==> src/rtl/snake_body_occupancy_pkg.sv <==
// Shared grid constants, coordinate type and FSM encoding
// for the snake body occupancy block.
package snake_pkg;

    localparam int GRID_W = 40;
    localparam int GRID_H = 30;
    localparam int XW = $clog2(GRID_W);
    localparam int YW = $clog2(GRID_H);

    typedef struct packed {
        logic [XW-1:0] x;
        logic [YW-1:0] y;
    } coord_t;

    typedef enum logic [1:0] {
        ST_INIT = 2'd0,
        ST_IDLE = 2'd1,
        ST_SCAN = 2'd2
    } state_e;

endpackage

==> src/rtl/snake_body_occupancy_if.sv <==
// Occupancy-check handshake: the food placer is the master,
// the body store is the slave that answers.
interface snake_body_occupancy_if;

    logic                     q_valid_i;
    logic [snake_pkg::XW-1:0] q_x_i;
    logic [snake_pkg::YW-1:0] q_y_i;
    logic                     q_ready_o;
    logic                     occ_valid_o;
    logic                     occ_o;

    modport master (
        output q_valid_i,
        output q_x_i,
        output q_y_i,
        input  q_ready_o,
        input  occ_valid_o,
        input  occ_o
    );

    modport slave (
        input  q_valid_i,
        input  q_x_i,
        input  q_y_i,
        output q_ready_o,
        output occ_valid_o,
        output occ_o
    );

endinterface

==> src/rtl/snake_body_occupancy_ram.sv <==
// Body ring storage: register array, one sync write port
// and one combinational read port.
module body_ring_ram
    import snake_pkg::*;
#(
    parameter int DEPTH = 64,
    parameter int AW    = $clog2(DEPTH)
) (
    input  logic          clk,
    input  logic          we_i,
    input  logic [AW-1:0] waddr_i,
    input  coord_t        wdata_i,
    input  logic [AW-1:0] raddr_i,
    output coord_t        rdata_o
);

    coord_t mem_q [DEPTH];

    always_ff @(posedge clk) begin
        if (we_i) begin
            mem_q[waddr_i] <= wdata_i;
        end
    end

    assign rdata_o = mem_q[raddr_i];

endmodule

==> src/rtl/snake_body_occupancy.sv <==
// Snake body ring buffer (head first) with a serial,
// early-exit occupancy query engine.
module snake_body_occupancy
    import snake_pkg::*;
#(
    parameter int MAX_LEN  = 64,
    parameter int INIT_LEN = 3,
    parameter int INIT_X   = 20,
    parameter int INIT_Y   = 15,
    parameter int LW       = $clog2(MAX_LEN)
) (
    input  logic          clk,
    input  logic          rst,
    input  logic          move_valid_i,
    input  logic [XW-1:0] move_x_i,
    input  logic [YW-1:0] move_y_i,
    input  logic          grow_i,
    snake_body_occupancy_if.slave q_if,
    output logic [LW:0]   len_o,
    output logic          full_o,
    output logic          busy_o
);

    state_e        state_q;
    logic [LW-1:0] head_q;
    logic [LW:0]   len_q;
    logic [LW-1:0] init_cnt_q;
    logic [LW-1:0] idx_q;
    coord_t        qry_q;
    logic          occ_q;
    logic          occ_valid_q;

    logic          we;
    logic [LW-1:0] waddr;
    coord_t        wdata;
    logic [LW-1:0] raddr;
    coord_t        rdata;
    logic          move_en;
    logic          full;
    logic          hit;
    logic          last;

    assign full    = (len_q == (LW+1)'(MAX_LEN));
    assign move_en = move_valid_i && (state_q != ST_INIT);
    assign raddr   = head_q - idx_q;
    assign hit     = (rdata == qry_q);
    assign last    = ({1'b0, idx_q} == (len_q - 1'b1));

    // INIT lays the body out backwards from the head slot.
    always_comb begin
        we    = 1'b0;
        waddr = head_q + 1'b1;
        wdata = '{x: move_x_i, y: move_y_i};
        if (state_q == ST_INIT) begin
            we      = 1'b1;
            waddr   = LW'(0) - init_cnt_q;
            wdata.x = XW'(INIT_X) - XW'(init_cnt_q);
            wdata.y = YW'(INIT_Y);
        end else if (move_en) begin
            we = 1'b1;
        end
    end

    body_ring_ram #(
        .DEPTH (MAX_LEN),
        .AW    (LW)
    ) u_ram (
        .clk     (clk),
        .we_i    (we),
        .waddr_i (waddr),
        .wdata_i (wdata),
        .raddr_i (raddr),
        .rdata_o (rdata)
    );

    always_ff @(posedge clk) begin
        if (rst) begin
            state_q     <= ST_INIT;
            head_q      <= '0;
            len_q       <= '0;
            init_cnt_q  <= '0;
            idx_q       <= '0;
            qry_q       <= '0;
            occ_q       <= 1'b0;
            occ_valid_q <= 1'b0;
        end else begin
            occ_valid_q <= 1'b0;
            if (move_en) begin
                head_q <= head_q + 1'b1;
                if (grow_i && !full) begin
                    len_q <= len_q + 1'b1;
                end
            end
            unique case (state_q)
                ST_INIT: begin
                    len_q      <= {1'b0, init_cnt_q} + 1'b1;
                    init_cnt_q <= init_cnt_q + 1'b1;
                    if (init_cnt_q == LW'(INIT_LEN - 1)) begin
                        state_q <= ST_IDLE;
                    end
                end
                ST_IDLE: begin
                    if (q_if.q_valid_i) begin
                        qry_q   <= '{x: q_if.q_x_i, y: q_if.q_y_i};
                        idx_q   <= '0;
                        state_q <= ST_SCAN;
                    end
                end
                ST_SCAN: begin
                    // A move invalidates progress; rescan the new body.
                    if (move_en) begin
                        idx_q <= '0;
                    end else if (hit) begin
                        occ_q       <= 1'b1;
                        occ_valid_q <= 1'b1;
                        state_q     <= ST_IDLE;
                    end else if (last) begin
                        occ_q       <= 1'b0;
                        occ_valid_q <= 1'b1;
                        state_q     <= ST_IDLE;
                    end else begin
                        idx_q <= idx_q + 1'b1;
                    end
                end
                default: state_q <= ST_INIT;
            endcase
        end
    end

    assign q_if.q_ready_o   = (state_q == ST_IDLE);
    assign q_if.occ_valid_o = occ_valid_q;
    assign q_if.occ_o       = occ_q;
    assign len_o            = len_q;
    assign full_o           = full;
    assign busy_o           = (state_q != ST_IDLE);

endmodule
==> src/flat_wrapper.sv <==
// flat-port wrapper written by rule: the top's interface ports become plain ports
module snake_body_occupancy_flat import snake_pkg::*;
#(
    parameter int MAX_LEN  = 64,
    parameter int INIT_LEN = 3,
    parameter int INIT_X   = 20,
    parameter int INIT_Y   = 15,
    parameter int LW       = $clog2(MAX_LEN)
)
  (clk, rst, move_valid_i, move_x_i, move_y_i, grow_i, len_o, full_o, busy_o, q_if_q_valid_i, q_if_q_x_i, q_if_q_y_i, q_if_q_ready_o, q_if_occ_valid_o, q_if_occ_o);
  snake_body_occupancy_if q_if_i ();
  input  logic clk;
  input  logic rst;
  input  logic move_valid_i;
  input  logic [XW-1:0] move_x_i;
  input  logic [YW-1:0] move_y_i;
  input  logic grow_i;
  output logic [LW:0] len_o;
  output logic full_o;
  output logic busy_o;
  input wire logic [$bits(q_if_i.q_valid_i)-1:0] q_if_q_valid_i;
  input wire logic [$bits(q_if_i.q_x_i)-1:0] q_if_q_x_i;
  input wire logic [$bits(q_if_i.q_y_i)-1:0] q_if_q_y_i;
  output wire logic [$bits(q_if_i.q_ready_o)-1:0] q_if_q_ready_o;
  output wire logic [$bits(q_if_i.occ_valid_o)-1:0] q_if_occ_valid_o;
  output wire logic [$bits(q_if_i.occ_o)-1:0] q_if_occ_o;
  assign q_if_i.q_valid_i = q_if_q_valid_i;
  assign q_if_i.q_x_i = q_if_q_x_i;
  assign q_if_i.q_y_i = q_if_q_y_i;
  assign q_if_q_ready_o = q_if_i.q_ready_o;
  assign q_if_occ_valid_o = q_if_i.occ_valid_o;
  assign q_if_occ_o = q_if_i.occ_o;
  snake_body_occupancy #(.MAX_LEN(MAX_LEN), .INIT_LEN(INIT_LEN), .INIT_X(INIT_X), .INIT_Y(INIT_Y), .LW(LW)) u_core (.clk(clk), .rst(rst), .move_valid_i(move_valid_i), .move_x_i(move_x_i), .move_y_i(move_y_i), .grow_i(grow_i), .q_if(q_if_i), .len_o(len_o), .full_o(full_o), .busy_o(busy_o));
endmodule
==> config.mk <==
export PLATFORM = sky130hd
export DESIGN_NAME = snake_body_occupancy_flat
export DESIGN_NICKNAME = d
export VERILOG_FILES = /design/src/rtl/snake_body_occupancy_pkg.sv /design/src/rtl/snake_body_occupancy_if.sv /design/src/rtl/snake_body_occupancy_ram.sv /design/src/rtl/snake_body_occupancy.sv /design/src/flat_wrapper.sv
export SDC_FILE = /design/constraint.sdc
export NUM_CORES = 1
export LEC_CHECK = 0
export CORE_UTILIZATION = 41
export DETAILED_ROUTE_END_ITERATION = 10
export GPL_TIMING_DRIVEN = 0
export PLACE_DENSITY = 0.65
export SKIP_CTS_REPAIR_TIMING = 1
export SYNTH_ARGS = -nofsm -noshare
export SYNTH_HDL_FRONTEND = slang
export SYNTH_HIERARCHICAL = 1
export SYNTH_SLANG_ARGS = --single-unit
==> constraint.sdc <==
create_clock -name clk -period 9.45 [get_ports clk]
set_input_delay 2.835 -clock clk [delete_from_list [all_inputs] [get_ports clk]]
set_output_delay 2.835 -clock clk [all_outputs]
set_load 0.005 [all_outputs]
==> out/results.ini, run 1 <==
[setup_path]
arrival_ns = 6.93
r2r_end = u_core/idx_q[2]
crit_path_max_incr_delay_ns = 0.75
cp-start-kind = flop
cp-end-kind = flop
cp_slowest_cell = nor3_1
worstPathCellList = inv_1 -> ha_1 -> fa_1 -> inv_1 -> a21o_1 -> a21oi_1 -> xnor2_1 -> clkbuf_1 -> clkinv_1 -> buf_2 -> mux2i_1 -> a32o_1 -> nor4_1 -> a31o_1 -> xnor2_1 -> nand4_1 -> nor3_1 -> a41oi_2 -> a211o_1 -> a31oi_1
rr_startpoint = u_core/head_q[0]
crit_required_ns = 9.98
path_max_fanout = 10
crit_type = reg -> reg
reg2reg_depth = 20
r2r_slack_ns = 3.04

[clocking]
root_buffer = clkbuf_16
cts_tree = done
clock_latency_ns = 0.62
cts.sinks = 744
htreeDepth = 3
clockBufferDepth = 3
cts_inserted_buffers = 78
cts.clk_slew.worst_paths_ns = 0.06

[floorplanning]
die-area_mm2 = 0.0744
initial_core_util_pct = 41.7
die_x_um = 273
core_mm2 = 0.0720
num_rows = 98
ioPinCount = 39
die_y_um = 273

[sta]
final.period_utilization_pct = 67.8
fin_skew_ns = 0.0173
finalHoldViolCount = 0
fin_crit_ns = 6.41
slew_headroom_pct = 7.96
fmax_ghz = 0.156
slew_violations = 0
rsz0062_at_grt = no
worstMarginPinSlew_ns = 1.38
setup_viol = 0
tns_ns = 0
hold_slack_ns = 0.473

[finish]
layout.cells.non_filler = 2767
antennaDiodeCount = 0
multi_input_area_mm2 = 0.00762
area_delta_synth_final_pct = 14.8
seqCellArea_mm2 = 0.0219
n_fill_cell = 5862
nets = 1795
utilization_pct = 47.9
drive_gt1_share_pct = 19.8

[routing]
wl_um = 73200
antenna_left = 0
via_count = 16100
drt-wirelength-per-cell_um = 26.4
drcViolationCount = 0
dr.first_iter.drc_count = 1845
drt-vias-per-instance = 5.81
firstDrtPassIters = 6

[yosys]
avgSynthCellArea_um2 = 18.5
synthesis.area_mm2 = 0.0300
synth_flop_cell = edfxtp_1
synth_top_area_cell = edfxtp_1
ys_warn_count = 6
seq_area_frac_synth_pct = 73.0
synth_top_area_share_pct = 70.4
synthArstFlopShare_pct = 0
synthesis.nets = 1662
yosysMostFrequentCell = edfxtp_1
synth.top_cells.by_area = edfxtp_1 (70%), mux4_2 (12%), dfxtp_1 (2.7%)
ys_top_cells_by_count = edfxtp_1 (704), mux4_2 (158), nand2_1 (96), nor2_1 (81), mux2i_1 (74)
ys_ff_latch = 744
synth_edf_count = 704
synth_cell_type_count = 66
syn_inst = 1621

[outcome]
status = finished clean

[global_routing]
grt_pass1_wl_um = 107000
grt_pass1_vias = 16200
grtUsageTotal_pct = 19.8
grt_max_degree = 58
overflow = 0
antenna_found_initial = 0

[placed_design]
hpwl_um = 48400
place.gp.congestion = 0.873
io_buffers = 38
dp_cells = 2623

[worst_hold_path]
whs_endpoint = u_core/qry_q[8]
holdPathStages = 2
min_from = u_core/qry_q[8]
hold_class = reg -> reg

[power_and_ir_drop]
internal_power_mw = 7.11
swShare_pct = 30.8
vdd_ir_drop_max_mv = 0.217
power.switching_mw = 3.17
leakage_nw = 10.5
power_frac_seq_pct = 44.4
p_per_area_mw_per_mm2 = 298
combPwrFrac_pct = 26.5
pwr-share-clk_pct = 29.1

[flow_run]
maxCapViolCount = 0

[power groups by stage]
stage / combinational, mW / sequential (mW) / clock (mW)
after detailed placement: 2.71 / 4.62 / 0
after global routing: 2.87 / 4.59 / 3.16
after global placement: 2.48 / 4.70 / 0
after CTS: 2.72 / 4.56 / 3.04
after floorplan: 1.61 / 4.61 / 0
final: 2.73 / 4.56 / 2.99
[cell usage in the layout, fill, tap and decap left out, types with 7 or more instances in the layout]
master,synthesis,routed
edfxtp_1,704,704
nor2_1,81,80
a211oi_1,13,13
clkbuf_1,37,59
nand3_1,23,23
o21ai_0,30,27
buf_1,13,13
a22oi_1,11,11
a221oi_1,20,20
a32o_1,12,12
o22ai_1,13,13
dfxtp_1,40,40
clkbuf_16,0,82
clkinv_2,0,12
nor4_1,10,10
clkdlybuf4s50_1,0,38
mux2i_1,74,74
nor2b_1,19,19
a31o_1,10,10
nor3_1,10,8
a21oi_1,39,39
buf_2,25,25
buf_6,8,10
nand2_1,96,94
mux4_2,158,158
buf_4,9,10
xnor2_1,31,31
inv_1,20,20
clkinv_1,1,12
buf_12,0,7
nand4_1,7,7
xor2_1,15,15
ha_1,13,13
[worst max path at each step]
| stage | depth (start not counted) | slack (ns) | startpoint | end |
|---|---|---|---|---|
| floorplan | 2 | 4.66 | move_x_i[5] | u_core/u_ram/mem_q[0][10] |
| global placement | 5 | 1.41 | u_core/state_q[1] | u_core/u_ram/mem_q[42][8] |
| detailed placement | 5 | 3.26 | move_valid_i | u_core/u_ram/mem_q[14][0] |
| CTS | 20 | 3.23 | u_core/head_q[0] | u_core/idx_q[2] |
| global route | 20 | 2.96 | u_core/head_q[0] | u_core/idx_q[2] |
| finish | 20 | 3.04 | u_core/head_q[0] | u_core/idx_q[2] |
[per-stage QoR]
| step | power (mW) | area (um2) | worst slack [ns] |
|---|---|---|---|
| CTS | 10.3 | 34500 | 3.23 |
| detailed placement | 7.33 | 32000 | 3.26 |
| finish | 10.3 | 34500 | 3.04 |
| floorplan | 6.22 | 30000 | 4.66 |
| global placement | 7.17 | 31600 | 1.41 |
| global route | 10.6 | 34500 | 2.96 |
[registers in the layout (all words and copies together) (netlist names)]
name and count:
u_core/head_q 6, u_core/qry_q 11, u_core/q_if.occ_valid_o 1, u_core/state_q 2, u_core/q_if.occ_o 1, u_core/u_ram/mem_q 704, u_core/init_cnt_q 6, u_core/len_o 7
u_core/idx_q 6
[kinds of logic after synthesis]
family / after synthesis / share of synthesized area (%)
flops: 744 / 73.0
simple gates: 295 / 4.75
mux: 232 / 14.3
compound gates: 176 / 4.07
buf+inv: 113 / 1.83
xor+xnor: 47 / 1.40
fa+ha+maj: 14 / 0.608
[area by class of cell]
class	count	area share (%)
Inverter	21	0.229
Clock inverter	35	0.921
Buffer	92	1.36
Timing Repair Buffer	53	2.00
Multi-Input combinational cell	764	22.1
Clock buffer	108	6.35
Sequential cell	744	63.6
Tap cell	950	3.45
[critical path, delay by kind of cell, from the launching register on]
family          cells  cell delay (ns)
xor+xnor            2             0.28
compound gates      7             1.38
flops               1             0.38
simple gates        3             1.59
mux                 1             0.19
fa+ha+maj           2             0.64
buf+inv             5             1.84
[routing by layer]
metal,vias up,wire length (um),GRT usage [%]
met1,8442,31400,28.3
met2,702,34000,30.5
li1,6800,-,-
met3,136,5640,3.94
met5,-,0,0
met4,0,2120,6.34
Note: power is estimated with default switching activity, not from simulation.
==> inputs of run 2 (changes only) <==
clock period = 6.57 ns   (was 9.45 ns; I/O delays follow)
==> results of run 2 <==
Same layout as run 1 (identical final DEF). Status: finished clean.
Among the figures that moved: setup slack after placement 3.26 ns -> 0.407 ns; setup slack after layout 3.04 ns -> 0.164 ns; register-to-register setup slack 3.04 ns -> 0.16 ns; total power 10.3 mW -> 14.8 mW; worst IR drop on VDD 0.217 mV -> 0.312 mV
==> inputs of run 3 (changes only) <==
SLEW_MARGIN = 20   (was not set)
==> out/results.ini, run 3 (synthesis gave the netlist of run 1 again) <==
[floorplanning]
die-area_mm2 = 0.0744  ; unchanged
initial_core_util_pct = 41.7  ; unchanged
die_x_um = 273  ; unchanged
ioPinCount = 39  ; unchanged
core_mm2 = 0.0720  ; unchanged
die_y_um = 273  ; unchanged
num_rows = 98  ; unchanged

[routing]
wl_um = 72800  ; was 73200 um
dr.first_iter.drc_count = 1860  ; was 1845
antenna_left = 0  ; unchanged
wl_met1_um = 31200  ; was 31400 um
highest_layer = met4  ; unchanged
drcViolationCount = 0  ; unchanged
firstDrtPassIters = 6  ; unchanged
drt-wirelength-per-cell_um = 26.4  ; about the same
drt-vias-per-instance = 5.79  ; was 5.81
route.met2.wl_um = 34200  ; was 34000 um
via_count = 16000  ; was 16100
met3_length_um = 5800  ; was 5640 um

[setup_path]
crit_type = reg -> reg  ; unchanged
arrival_ns = 6.90  ; was 6.93 ns
path_max_fanout = 10  ; unchanged
cp-start-kind = flop  ; unchanged
crit_required_ns = 7.10  ; about the same
cp-end-kind = flop  ; unchanged

[clocking]
cts_inserted_buffers = 77  ; was 78
clock_latency_ns = 0.63  ; was 0.62 ns
htreeDepth = 3  ; unchanged
root_buffer = clkbuf_16  ; unchanged
clockBufferDepth = 3  ; unchanged
cts_tree = done  ; unchanged
cts.sinks = 744  ; unchanged
cts.clk_slew.worst_paths_ns = 0.06  ; about the same

[outcome]
status = finished clean  ; unchanged

[worst_hold_path]
hold_class = reg -> reg  ; unchanged

[power_and_ir_drop]
vdd_ir_drop_max_mv = 0.381  ; was 0.312 mV
leakage_nw = 10.4  ; was 10.5 nW
p_per_area_mw_per_mm2 = 427  ; was 428 mW/mm2

[finish]
largest_reg_flops = 704  ; unchanged
final_cell_mix = edfxtp_1 (704), mux4_2 (158), nand2_1 (94), clkbuf_16 (78), mux2i_1 (74)  ; was edfxtp_1 (704), mux4_2 (158), nand2_1 (94), clkbuf_16 (82), nor2_1 (80)
area_delta_synth_final_pct = 14.9  ; was 14.8%
stdcell_area_mm2 = 0.0345  ; about the same
regMostFlops = u_core/u_ram/mem_q  ; unchanged
mostFrequentLayoutCell = edfxtp_1  ; unchanged
nets = 1790  ; was 1795
n_fill_cell = 5846  ; was 5862
layout.cells.non_filler = 2759  ; was 2767
utilization_pct = 48.0  ; was 47.9%
antennaDiodeCount = 0  ; unchanged
drive_gt1_share_pct = 22.7  ; was 19.8%

[sta]
fin_crit_ns = 6.37  ; was 6.41 ns
slew_headroom_pct = 23.3  ; was 7.96%
worstMarginPinSlew_ns = 1.15  ; was 1.38 ns
setup_viol = 0  ; unchanged
slew_violations = 0  ; unchanged
rsz0062_at_grt = no  ; unchanged
fmax_ghz = 0.157  ; was 0.156 GHz
final.period_utilization_pct = 96.9  ; was 97.5%
finalHoldViolCount = 0  ; unchanged
fin_skew_ns = 0.0265  ; was 0.0173 ns

[global_routing]
grtUsageTotal_pct = 19.8  ; about the same
grt_pass1_wl_um = 108000  ; was 107000 um
grt_pass1_vias = 16000  ; was 16200
grt_max_degree = 65  ; was 58
antenna_found_initial = 0  ; unchanged
overflow = 0  ; unchanged

[placed_design]
hpwl_um = 46800  ; was 48400 um
io_buffers = 38  ; unchanged
dp_cells = 2620  ; was 2623
place.gp.congestion = 0.873  ; unchanged
placed_area_mm2 = 0.0320  ; about the same

[flow_run]
maxCapViolCount = 0  ; unchanged

run 3: power breakdown:
group | internal [mW] | total [mW] | leakage, nW | switching, mW
clock network | 2.45 | 4.23 | 1.19 | 1.78
logic | 1.26 | 3.97 | 2.64 | 2.70
registers | 6.42 | 6.55 | 6.56 | 0.136
total | 10.1 | 14.8 | 10.4 | 4.63
run 3: final cells by class:
cell class / instances / area [um2] / area share, %
flip-flops and latches: 744 / 21900 / 63.6
multi-input cells: 764 / 7790 / 22.6
clock buffers: 97 / 2040 / 5.92
well taps: 950 / 1190 / 3.44
repair buffers: 49 / 612 / 1.77
plain buffers: 92 / 470 / 1.36
clock inverters: 42 / 395 / 1.15
inverters: 21 / 78.8 / 0.228
run 3: metrics by stage:
stage	TNS, ns	hold WS, ns	setup WS [ns]	total power, mW
after global placement	-214.01	0.463	-1.47	10.3
after floorplan	0	0.449	2.17	8.94
after global routing	0	0.488	0.0390	15.3
after detailed placement	0	0.465	0.406	10.5
after CTS	0	0.473	0.338	14.8
final	0	0.476	0.200	14.8
run 3: final timing paths:
path	slack (ns)	to	depth (start not counted)	startpoint
max	0.20	u_core/idx_q[2]	20	u_core/head_q[0]
min	0.48	u_core/qry_q[3]	2	u_core/qry_q[3]
max reg2reg	0.20	u_core/idx_q[2]	20	u_core/head_q[0]
min reg2reg	0.48	u_core/qry_q[3]	2	u_core/qry_q[3]
run 3: worst max-delay path, cell delays in order, from the launching register on:
cell and delay [ns]:
dfxtp_1 0.39, inv_1 0.09, ha_1 0.23, fa_1 0.41
inv_1 0.07, a21o_1 0.11, a21oi_1 0.07, xnor2_1 0.14
clkbuf_1 0.59, clkinv_1 0.61, buf_2 0.42, mux2i_1 0.19
a32o_1 0.30, nor4_1 0.73, a31o_1 0.20, xnor2_1 0.15
nand4_1 0.12, nor3_1 0.76, a41oi_2 0.14, a211o_1 0.34
a31oi_1 0.19
run 3: layer usage:
layer / vias up / global-route usage, %
met5: - / 0
met4: 0 / 5.35
met3: 120 / 3.63
met2: 694 / 30.8
met1: 8358 / 28.7
li1: 6808 / -
